$ cat src/rtl/cordic_pkg.sv
// cordic_pkg: shared CORDIC constants, FSM encoding and quadrant map
package cordic_pkg;
   typedef enum logic [1:0] {IDLE, ROT, FIX, HOLD} state_t;
   // per quadrant {swap c/s, negate cosine, negate sine}, q3 in the MSBs
   localparam logic [11:0] QMAP = {3'b101, 3'b011, 3'b110, 3'b000};
   function automatic longint atan_f(input int i, input int bits);
      return longint'($atan(2.0 ** (-i)) * (2.0 ** bits) / (2.0 * 3.14159265358979323846));
   endfunction
   function automatic longint gain_f(input int fbits);
      return longint'(0.6072529350 * (2.0 ** fbits));
   endfunction
endpackage

$ cat src/rtl/cordic_iter_if.sv
// cordic_iter_if: angle-in / sine-cosine-out valid/ready bundle
interface cordic_iter_if #(parameter int WIDTH = 16);
   logic             in_valid, in_ready, out_valid, out_ready;
   logic [WIDTH-1:0] angle, sine, cosine;
   modport slave (input in_valid, angle, out_ready, output in_ready, out_valid, sine, cosine);
   modport master (output in_valid, angle, out_ready, input in_ready, out_valid, sine, cosine);
endinterface

$ cat src/rtl/cordic_microrot.sv
// cordic_microrot: one combinational CORDIC micro-rotation step
module cordic_microrot #(parameter int IW = 19) (
   input  logic signed [IW-1:0] i_x,
   input  logic signed [IW-1:0] i_y,
   input  logic signed [IW-1:0] i_z,
   input  logic signed [IW-1:0] i_atan,
   input  logic [4:0]           i_sh,
   output logic signed [IW-1:0] o_x,
   output logic signed [IW-1:0] o_y,
   output logic signed [IW-1:0] o_z
);
   logic signed [IW-1:0] w_xs, w_ys;
   logic                 w_neg;
   always_comb begin
      w_neg = i_z[IW-1];
      w_xs  = i_x >>> i_sh;
      w_ys  = i_y >>> i_sh;
      o_x   = w_neg ? i_x + w_ys : i_x - w_ys;
      o_y   = w_neg ? i_y - w_xs : i_y + w_xs;
      o_z   = w_neg ? i_z + i_atan : i_z - i_atan;
   end
endmodule

$ cat src/rtl/cordic_iter.sv
// cordic_iter: iterative handshaked CORDIC sine/cosine generator, one micro-rotation per clock
module cordic_iter
   import cordic_pkg::*;
#(
   parameter int WIDTH      = 16,
   parameter int ITERATIONS = 14,
   parameter int GUARD      = 2
) (
   input logic          clk,
   input logic          rst_n,
   cordic_iter_if.slave bus
);
   localparam int IW = WIDTH + GUARD + 1;
   localparam int CW = $clog2(ITERATIONS);
   localparam logic signed [IW-1:0] KX   = IW'(gain_f(WIDTH - 2 + GUARD));
   localparam logic signed [IW-1:0] HALF = IW'(2 ** (GUARD - 1));
   state_t               r_state, w_next;
   logic [CW-1:0]        r_cnt;
   logic [1:0]           r_q;
   logic signed [IW-1:0] r_x, r_y, r_z, w_x, w_y, w_z;
   logic signed [IW-1:0] w_atan [ITERATIONS];
   logic [WIDTH-1:0]     r_sin, r_cos, w_c, w_s, w_a, w_b;
   logic [2:0]           w_map;
   logic                 w_acc, w_last;
   for (genvar g = 0; g < ITERATIONS; g++) begin : g_atan
      assign w_atan[g] = IW'(atan_f(g, WIDTH + GUARD));
   end
   cordic_microrot #(.IW(IW)) u_rot (
      .i_x(r_x), .i_y(r_y), .i_z(r_z), .i_atan(w_atan[r_cnt]), .i_sh(5'(r_cnt)),
      .o_x(w_x), .o_y(w_y), .o_z(w_z)
   );
   always_comb begin
      bus.in_ready = (r_state == IDLE) || (r_state == HOLD && bus.out_ready);
      w_acc  = bus.in_valid && bus.in_ready;
      w_last = r_cnt == CW'(ITERATIONS - 1);
      w_next = (r_state == IDLE) ? (bus.in_valid ? ROT : IDLE)
             : (r_state == ROT)  ? (w_last ? FIX : ROT)
             : (r_state == FIX)  ? HOLD
             : bus.out_ready     ? (bus.in_valid ? ROT : IDLE) : HOLD;
      // round-half-up from the guarded datapath back to WIDTH
      w_c   = WIDTH'((r_x + HALF) >>> GUARD);
      w_s   = WIDTH'((r_y + HALF) >>> GUARD);
      w_map = QMAP[3*r_q +: 3];
      w_a   = w_map[2] ? w_s : w_c;
      w_b   = w_map[2] ? w_c : w_s;
   end
   always_ff @(posedge clk or negedge rst_n)
      if (!rst_n) begin
         r_state <= IDLE;
         r_cnt   <= '0;
         r_q     <= '0;
         r_x     <= '0;
         r_y     <= '0;
         r_z     <= '0;
         r_sin   <= '0;
         r_cos   <= '0;
      end else begin
         r_state <= w_next;
         if (w_acc) begin
            r_q   <= bus.angle[WIDTH-1 -: 2];
            r_x   <= KX;
            r_y   <= '0;
            r_z   <= IW'({2'b00, bus.angle[WIDTH-3:0], {GUARD{1'b0}}});
            r_cnt <= '0;
         end else if (r_state == ROT) begin
            r_x   <= w_x;
            r_y   <= w_y;
            r_z   <= w_z;
            r_cnt <= r_cnt + 1'b1;
         end
         if (r_state == FIX) begin
            r_cos <= w_map[1] ? -w_a : w_a;
            r_sin <= w_map[0] ? -w_b : w_b;
         end
      end
   assign bus.out_valid = r_state == HOLD;
   assign bus.sine      = r_sin;
   assign bus.cosine    = r_cos;
endmodule

$ cat src/flat_wrapper.sv
// flat-port wrapper written by rule: the top's interface ports become plain ports
module cordic_iter_flat import cordic_pkg::*;
#(
   parameter int WIDTH      = 16,
   parameter int ITERATIONS = 14,
   parameter int GUARD      = 2
)
  (clk, rst_n, bus_in_valid, bus_angle, bus_out_ready, bus_in_ready, bus_out_valid, bus_sine, bus_cosine);
  cordic_iter_if #(.WIDTH(WIDTH)) bus_i ();
  input logic clk;
  input logic rst_n;
  input wire logic [$bits(bus_i.in_valid)-1:0] bus_in_valid;
  input wire logic [$bits(bus_i.angle)-1:0] bus_angle;
  input wire logic [$bits(bus_i.out_ready)-1:0] bus_out_ready;
  output wire logic [$bits(bus_i.in_ready)-1:0] bus_in_ready;
  output wire logic [$bits(bus_i.out_valid)-1:0] bus_out_valid;
  output wire logic [$bits(bus_i.sine)-1:0] bus_sine;
  output wire logic [$bits(bus_i.cosine)-1:0] bus_cosine;
  assign bus_i.in_valid = bus_in_valid;
  assign bus_i.angle = bus_angle;
  assign bus_i.out_ready = bus_out_ready;
  assign bus_in_ready = bus_i.in_ready;
  assign bus_out_valid = bus_i.out_valid;
  assign bus_sine = bus_i.sine;
  assign bus_cosine = bus_i.cosine;
  cordic_iter #(.WIDTH(WIDTH), .ITERATIONS(ITERATIONS), .GUARD(GUARD)) u_core (.clk(clk), .rst_n(rst_n), .bus(bus_i));
endmodule
$ cat config.mk
export PLATFORM = sky130hd
export DESIGN_NAME = cordic_iter_flat
export DESIGN_NICKNAME = d
export VERILOG_FILES = /design/src/rtl/cordic_pkg.sv /design/src/rtl/cordic_iter_if.sv /design/src/rtl/cordic_microrot.sv /design/src/rtl/cordic_iter.sv /design/src/flat_wrapper.sv
export SDC_FILE = /design/constraint.sdc
export NUM_CORES = 1
export LEC_CHECK = 0
export CORE_UTILIZATION = 60
export CTS_BUF_LIST = sky130_fd_sc_hd__clkbuf_2
export DETAILED_ROUTE_END_ITERATION = 16
export GPL_ROUTABILITY_DRIVEN = 0
export PLACE_DENSITY = 0.76
export SLEW_MARGIN = 20
export SYNTH_ARGS = -nofsm -noshare
export SYNTH_HDL_FRONTEND = slang
export SYNTH_HIERARCHICAL = 1
export SYNTH_SLANG_ARGS = --single-unit
$ cat constraint.sdc
create_clock -name clk -period 6.3 [get_ports clk]
set_input_delay 0.63 -clock clk [delete_from_list [all_inputs] [get_ports clk]]
set_output_delay 0.63 -clock clk [all_outputs]
set_load 0.01 [all_outputs]
==> impl_metrics.py, run 1 <==
metrics = {
    "yosys": {
        "synth_compound_area_frac": 0.204,
        "synth_top_family_by_area": "simple AND/OR/NAND/NOR gates",
        "ys_seq_elements": 97,
        "seq_area_frac_synth": 0.200,
        "syn_avg_cell_area_um2": 8.08,
        "async_flop_share": 1.00,
        "ys_types": 108,
        "synthSimpleGateAreaFrac": 0.231,
        "synth_area_um2": 12100,
        "synthMuxAreaShare": 0.130,
        "synth_ff_type": "dfrtp_1",
        "yosys_warnings": 6,
        "synth_cells": 1501,
        "synth_edf_count": 0,
        "synth-xor-area-share": 0.108,
        "synthAdderAreaFrac": 0.0751,
    },
    "worst_setup_path": {
        "reg2reg_slack_ps": 470,
        "endpoint_kind": "flop",
        "crit_top_cell": "nand2_1",
        "slowest_delay_ps": 770,
        "worstPathCellList": "buf_4 -> buf_4 -> mux4_2 -> nand2_1 -> nand3_1 -> a32oi_1 -> ha_1 -> and3b_1 -> nand3_1 -> o21ai_0 -> xor2_1 -> ha_1 -> nand2_1 -> nand2_1 -> a21oi_1 -> o21ai_0 -> a41oi_1 -> xnor2_1 -> nand2_1 -> a21oi_1",
        "arrival_ps": 6440,
        "r2r_start": "u_core/r_cnt[0]",
        "critPathMaxFanout": 23,
        "crit_path_start_kind": "flop",
        "slowest_stage": "dfrtp_2",
        "required_ps": 6910,
        "critical_path_class": "reg -> reg",
        "startpoint": "u_core/r_cnt[0]",
    },
    "floorplan": {
        "row_count": 51,
        "die_w_um": 144,
        "placeableCoreArea_um2": 19700,
        "dieHeight_um": 144,
        "die_area_um2": 20800,
        "initial_utilization": 0.617,
        "io_pins": 54,
    },
    "clocking": {
        "clock_path_buffers": 2,
        "cts_tree": "yes",
        "cts-root-buf": "clkbuf_2",
        "numCtsBuffers": 9,
        "path_clk_slew_ps": 350,
        "cts_resized": 0,
        "h-tree-depth": 3,
        "cts.sinks": 97,
        "holdBufCountCts": 1,
        "postCtsSetupRepairBufs": 0,
        "clk_latency_ps": 700,
    },
    "grt": {
        "antenna_found_initial": 1,
        "grt_start_max_net_pins": 66,
        "top_usage_layer": "met2",
        "grt_use_met1": 0.416,
        "grt_pass1_vias": 10414,
        "grt_pass1_wl_um": 53800,
        "grt.overflow.total": 0,
        "grt_usage": 0.333,
        "met2_usage": 0.548,
        "use_met3": 0.0540,
    },
    "route": {
        "drt-wirelength-per-cell_um": 18.9,
        "first_pass_iters": 6,
        "vias": 11545,
        "first_iter_violations": 1150,
        "wl_um": 33600,
        "via_per_inst": 6.49,
        "drcViolationCount": 0,
        "ant_nets": 0,
    },
    "flow_run": {
        "drv_cap": 0,
    },
    "finish": {
        "final_cell_mix": "nand2_1, a21oi_1, nor2_1",
        "final_common_cell": "nand2_1",
        "syn2layout_area_growth_pct": 6.30,
        "multi_input_area_um2": 9110,
        "fillers": 1729,
        "ff_latch_area_um2": 2430,
        "nNetsFinal": 1599,
        "drive_above_1_share": 0.0972,
    },
    "sta": {
        "worstMarginPinSlew_ps": 1050,
        "finalMaxSlewViolations": 0,
        "finalSetupTns_ps": 0,
        "hold_viol": 0,
        "max_freq_mhz": 172,
        "period_share": 0.925,
        "relSlewSlack": 0.302,
        "period_needed_ps": 5830,
        "skew_ps": 57.9,
        "rsz0062_at_grt": "no",
        "setup_violations": 0,
    },
    "outcome": {
        "status": "finished clean",
    },
    "placement": {
        "portBuffers": 53,
        "dp_hpwl_um": 24200,
    },
    "worst_hold_path": {
        "min_from": "bus_angle[15]",
        "hp-class": "in -> reg",
    },
}
==> cell families (layout without fill, tap and decap cells) <==
kind of cell | count (synthesis) | count (layout)
AOI/OAI and AO/OA | 376 | 376
adders and majority gates | 71 | 71
DFF | 97 | 97
muxes | 105 | 105
xor gates and xnor gates | 149 | 149
and+or+nand+nor | 565 | 565
other | 1 | 11
buffers and inverters | 137 | 140
==> critical path: cells and delay by family (launching register included) <==
kind            cells  cell delay (ps)
mux                 1              550
fa+ha+maj           2              600
xor+xnor            2              380
compound gates      6             1890
buf+inv             2              730
simple gates        7              850
flops               1              770
==> layer usage <==
layer  wire (um)  share of wire  up-vias
met1       13700           0.41     5405
met2       15900           0.47      518
met5           0              0        -
met3        2180          0.065      126
li1            -              -     5496
met4        1830          0.054        0
==> final cells by class <==
cell class	count	area share
antenna	1	0.000194
clock buffer	9	0.00350
clock inverter	7	0.00553
inverter	46	0.0134
multi-input combinational	1276	0.707
sequential	97	0.189
tap	265	0.0257
timing repair buffer	78	0.0557
==> synth_stat cells (9+ instances only) <==
master / n / area share
a21o_1: 12 / 0.0074
a21oi_1: 114 / 0.047
a22oi_1: 19 / 0.012
a31oi_1: 21 / 0.011
and2_1: 19 / 0.0098
and3_1: 10 / 0.0052
and4_1: 13 / 0.0094
buf_2: 18 / 0.0074
clkbuf_1: 49 / 0.015
dfrtp_1: 97 / 0.20
ha_1: 68 / 0.070
inv_1: 44 / 0.014
mux2_2: 15 / 0.014
mux2i_1: 45 / 0.037
mux4_2: 37 / 0.069
nand2_1: 212 / 0.066
nand2b_1: 12 / 0.0062
nand3_1: 51 / 0.021
nand4_1: 16 / 0.0083
nor2_1: 106 / 0.033
nor2b_1: 19 / 0.0098
nor3_1: 34 / 0.014
nor4_1: 9 / 0.0046
o211ai_1: 11 / 0.0068
o21ai_0: 72 / 0.030
o21ai_1: 10 / 0.0041
o31ai_1: 18 / 0.011
or3_1: 9 / 0.0046
xnor2_1: 75 / 0.054
xor2_1: 74 / 0.053
==> stage by stage <==
step | cell area, um2 | hold slack, ps | worst slack [ps] | cells | utilization
2_1_floorplan | 12200 | 334 | 1270 | 1510 | -
3_3_place_gp | 12800 | 460 | 726 | 1761 | 0.649
3_5_place_dp | 12800 | 469 | 591 | 1761 | 0.649
4_1_cts | 12900 | 385 | 524 | 1778 | 0.656
5_1_grt | 12900 | 425 | 66.6 | 1779 | 0.656
6_report | 12900 | 406 | 471 | 1779 | 0.656
==> worst paths after layout <==
path,to,depth (start not counted)
max,u_core/r_x[18],20
min,u_core/r_q[1],3
max reg2reg,u_core/r_x[18],20
min reg2reg,u_core/r_z[12],2
max in group asynchronous,u_core/r_x[11],3
min in group asynchronous,u_core/r_y[7],2
==> sequential cells by signal, indices dropped and copies added, names as in the netlist <==
name               cells
u_core/bus.cosine     16
u_core/r_state         2
u_core/r_cnt           4
u_core/r_x            19
u_core/bus.sine       16
u_core/r_y            19
u_core/r_q             2
u_core/r_z            19
Power of run 1 is not shown: default switching activity piles up to over one toggle a cycle in this logic, so the estimate is an artifact.
==> run 2, diff against run 1 <==
--- a/config.mk
+++ b/config.mk
@@ -5,11 +5,13 @@
 export SDC_FILE = /design/constraint.sdc
 export NUM_CORES = 1
 export LEC_CHECK = 0
-export CORE_UTILIZATION = 60
+export CELL_PAD_IN_SITES_DETAIL_PLACEMENT = 0
+export CELL_PAD_IN_SITES_GLOBAL_PLACEMENT = 1
+export CORE_UTILIZATION = 52
 export CTS_BUF_LIST = sky130_fd_sc_hd__clkbuf_2
 export DETAILED_ROUTE_END_ITERATION = 16
 export GPL_ROUTABILITY_DRIVEN = 0
-export PLACE_DENSITY = 0.76
+export PLACE_DENSITY = 0.86
 export SLEW_MARGIN = 20
 export SYNTH_ARGS = -nofsm -noshare
 export SYNTH_HDL_FRONTEND = slang
==> constraint.sdc (replaced) <==
create_clock -name clk -period 7.4 [get_ports clk]
set_input_delay 0.74 -clock clk [delete_from_list [all_inputs] [get_ports clk]]
set_output_delay 0.74 -clock clk [all_outputs]
set_load 0.01 [all_outputs]
==> run 2 against run 1 <==
Flip-flop and latch count is the same. Non-clock buffer count shrank 9. Via count shrank 2.3%. Critical endpoint is now u_core/r_y[18]. Largest cell class unchanged.
==> impl_metrics.py, run 2 (synthesis gave the netlist of run 1 again) <==
metrics = {
    "grt": {
        "grt_start_max_net_pins": 66,
        "grt_pass1_wl_um": 55600,
        "antenna_found_initial": 1,
        "grt.overflow.total": 0,
        "grt_pass1_vias": 10600,
        "grt_usage": 0.291,
    },
    "finish": {
        "syn2layout_area_growth_pct": 6.36,
        "final_common_cell": "nand2_1",
        "largest_registers": "u_core/r_x: 19 flops, u_core/r_y: 19 flops, u_core/r_z: 19 flops",
        "nNetsFinal": 1590,
        "drive_above_1_share": 0.0918,
        "final_cell_mix": "nand2_1, a21oi_1, nor2_1",
    },
    "floorplan": {
        "row_count": 55,
        "die_area_um2": 23900,
        "die_w_um": 155,
        "io_pins": 54,
        "dieHeight_um": 155,
        "placeableCoreArea_um2": 22800,
        "initial_utilization": 0.532,
    },
    "sta": {
        "finalSetupTns_ps": 0,
        "finalMaxSlewViolations": 0,
        "hold_viol": 0,
        "period_needed_ps": 6030,
        "setup_violations": 0,
        "rsz0062_at_grt": "no",
        "skew_ps": 67.3,
        "setup_slack_ps": 1370,
        "max_freq_mhz": 166,
        "period_share": 0.815,
        "worstMarginPinSlew_ps": 992,
        "relSlewSlack": 0.336,
    },
    "placement": {
        "portBuffers": 53,
        "dp_slack_ps": 1530,
        "dp_hpwl_um": 24500,
    },
    "clocking": {
        "numCtsBuffers": 9,
        "clk_latency_ps": 680,
        "cts_resized": 0,
        "h-tree-depth": 3,
        "clock_path_buffers": 2,
        "cts.sinks": 97,
        "cts-root-buf": "clkbuf_2",
        "path_clk_slew_ps": 370,
        "cts_tree": "yes",
    },
    "worst_setup_path": {
        "critPathMaxFanout": 35,
        "required_ps": 8020,
        "arrival_ps": 6650,
        "critical_path_class": "reg -> reg",
        "crit_path_start_kind": "flop",
        "endpoint_kind": "flop",
    },
    "route": {
        "via_per_inst": 6.20,
        "ant_nets": 0,
        "wl_um": 34300,
        "first_iter_violations": 1045,
        "first_pass_iters": 7,
        "drcViolationCount": 0,
        "vias": 11275,
        "drt-wirelength-per-cell_um": 18.9,
    },
    "worst_hold_path": {
        "hp-class": "in -> async",
    },
    "flow_run": {
        "drv_cap": 0,
    },
    "outcome": {
        "status": "finished clean",
    },
}
-- run 2: cell types whose count changed in the layout (fill, tap and decap cells not counted), sizes merged --
cell	change
inv	-1
buf	-9
clkinv	+1
-- run 2: final cells by class --
class | count | area, um2
antenna | 1 | 2.50
clock inverter | 7 | 81.3
clock buffer | 9 | 45.0
fill | 2155 | 9880
inverter | 46 | 173
tap | 313 | 392
timing repair buffer | 69 | 651
multi-input combinational | 1276 | 9120
sequential | 97 | 2430
-- run 2: path summary, 6_finish.rpt --
path / start / endpoint / slack (ps) / depth (start not counted)
min: rst_n / u_core/bus.sine[5] / 520 / 2
max reg2reg: u_core/r_cnt[1] / u_core/r_y[18] / 1370 / 21
min in group clk: u_core/bus.cosine[6] / u_core/bus.cosine[6] / 520 / 2
max: u_core/r_cnt[1] / u_core/r_y[18] / 1370 / 21
min reg2reg: u_core/bus.cosine[6] / u_core/bus.cosine[6] / 520 / 2
max in group asynchronous: rst_n / u_core/r_cnt[1] / 5600 / 3
-- run 2: worst max-delay path, cell delays in order (launching register included) --
cell       delay [ps]
dfrtp_2           860
buf_4             520
mux4_2            370
inv_1              80
mux4_2            230
a2bb2oi_1         410
ha_1              240
inv_1              40
nor3b_1           330
nand3_1           240
o21ai_0           260
xor2_1            170
ha_1              290
and2_1            190
o21ai_0           120
a21bo_2           250
o41ai_1           510
o21ai_0           260
o31ai_1           290
xnor2_1           150
nand2_1            70
a21oi_1           140
-- run 2: layer usage --
layer | GRT usage | part of all wire
met1 | 0.372 | 0.43
met2 | 0.491 | 0.48
met3 | 0.0381 | 0.051
met4 | 0.128 | 0.037
met5 | 0 | 0
-- run 2: through the flow --
step                cells  hold WS (ps)   util  cell area, um2
floorplan            1510           444      -           12200
global placement     1800           460  0.560           12800
detailed placement   1800           469  0.560           12800
CTS                  1817           475  0.566           12900
global route         1818           469  0.566           12900
finish               1818           517  0.566           12900
-- run 2: what timing repair did --
action,4_1_cts,5_1_grt
setup buffers,0,0
hold buffers,1,0
endpoints found under the hold margin,41,0
Power of run 2 is left out for the same reason.
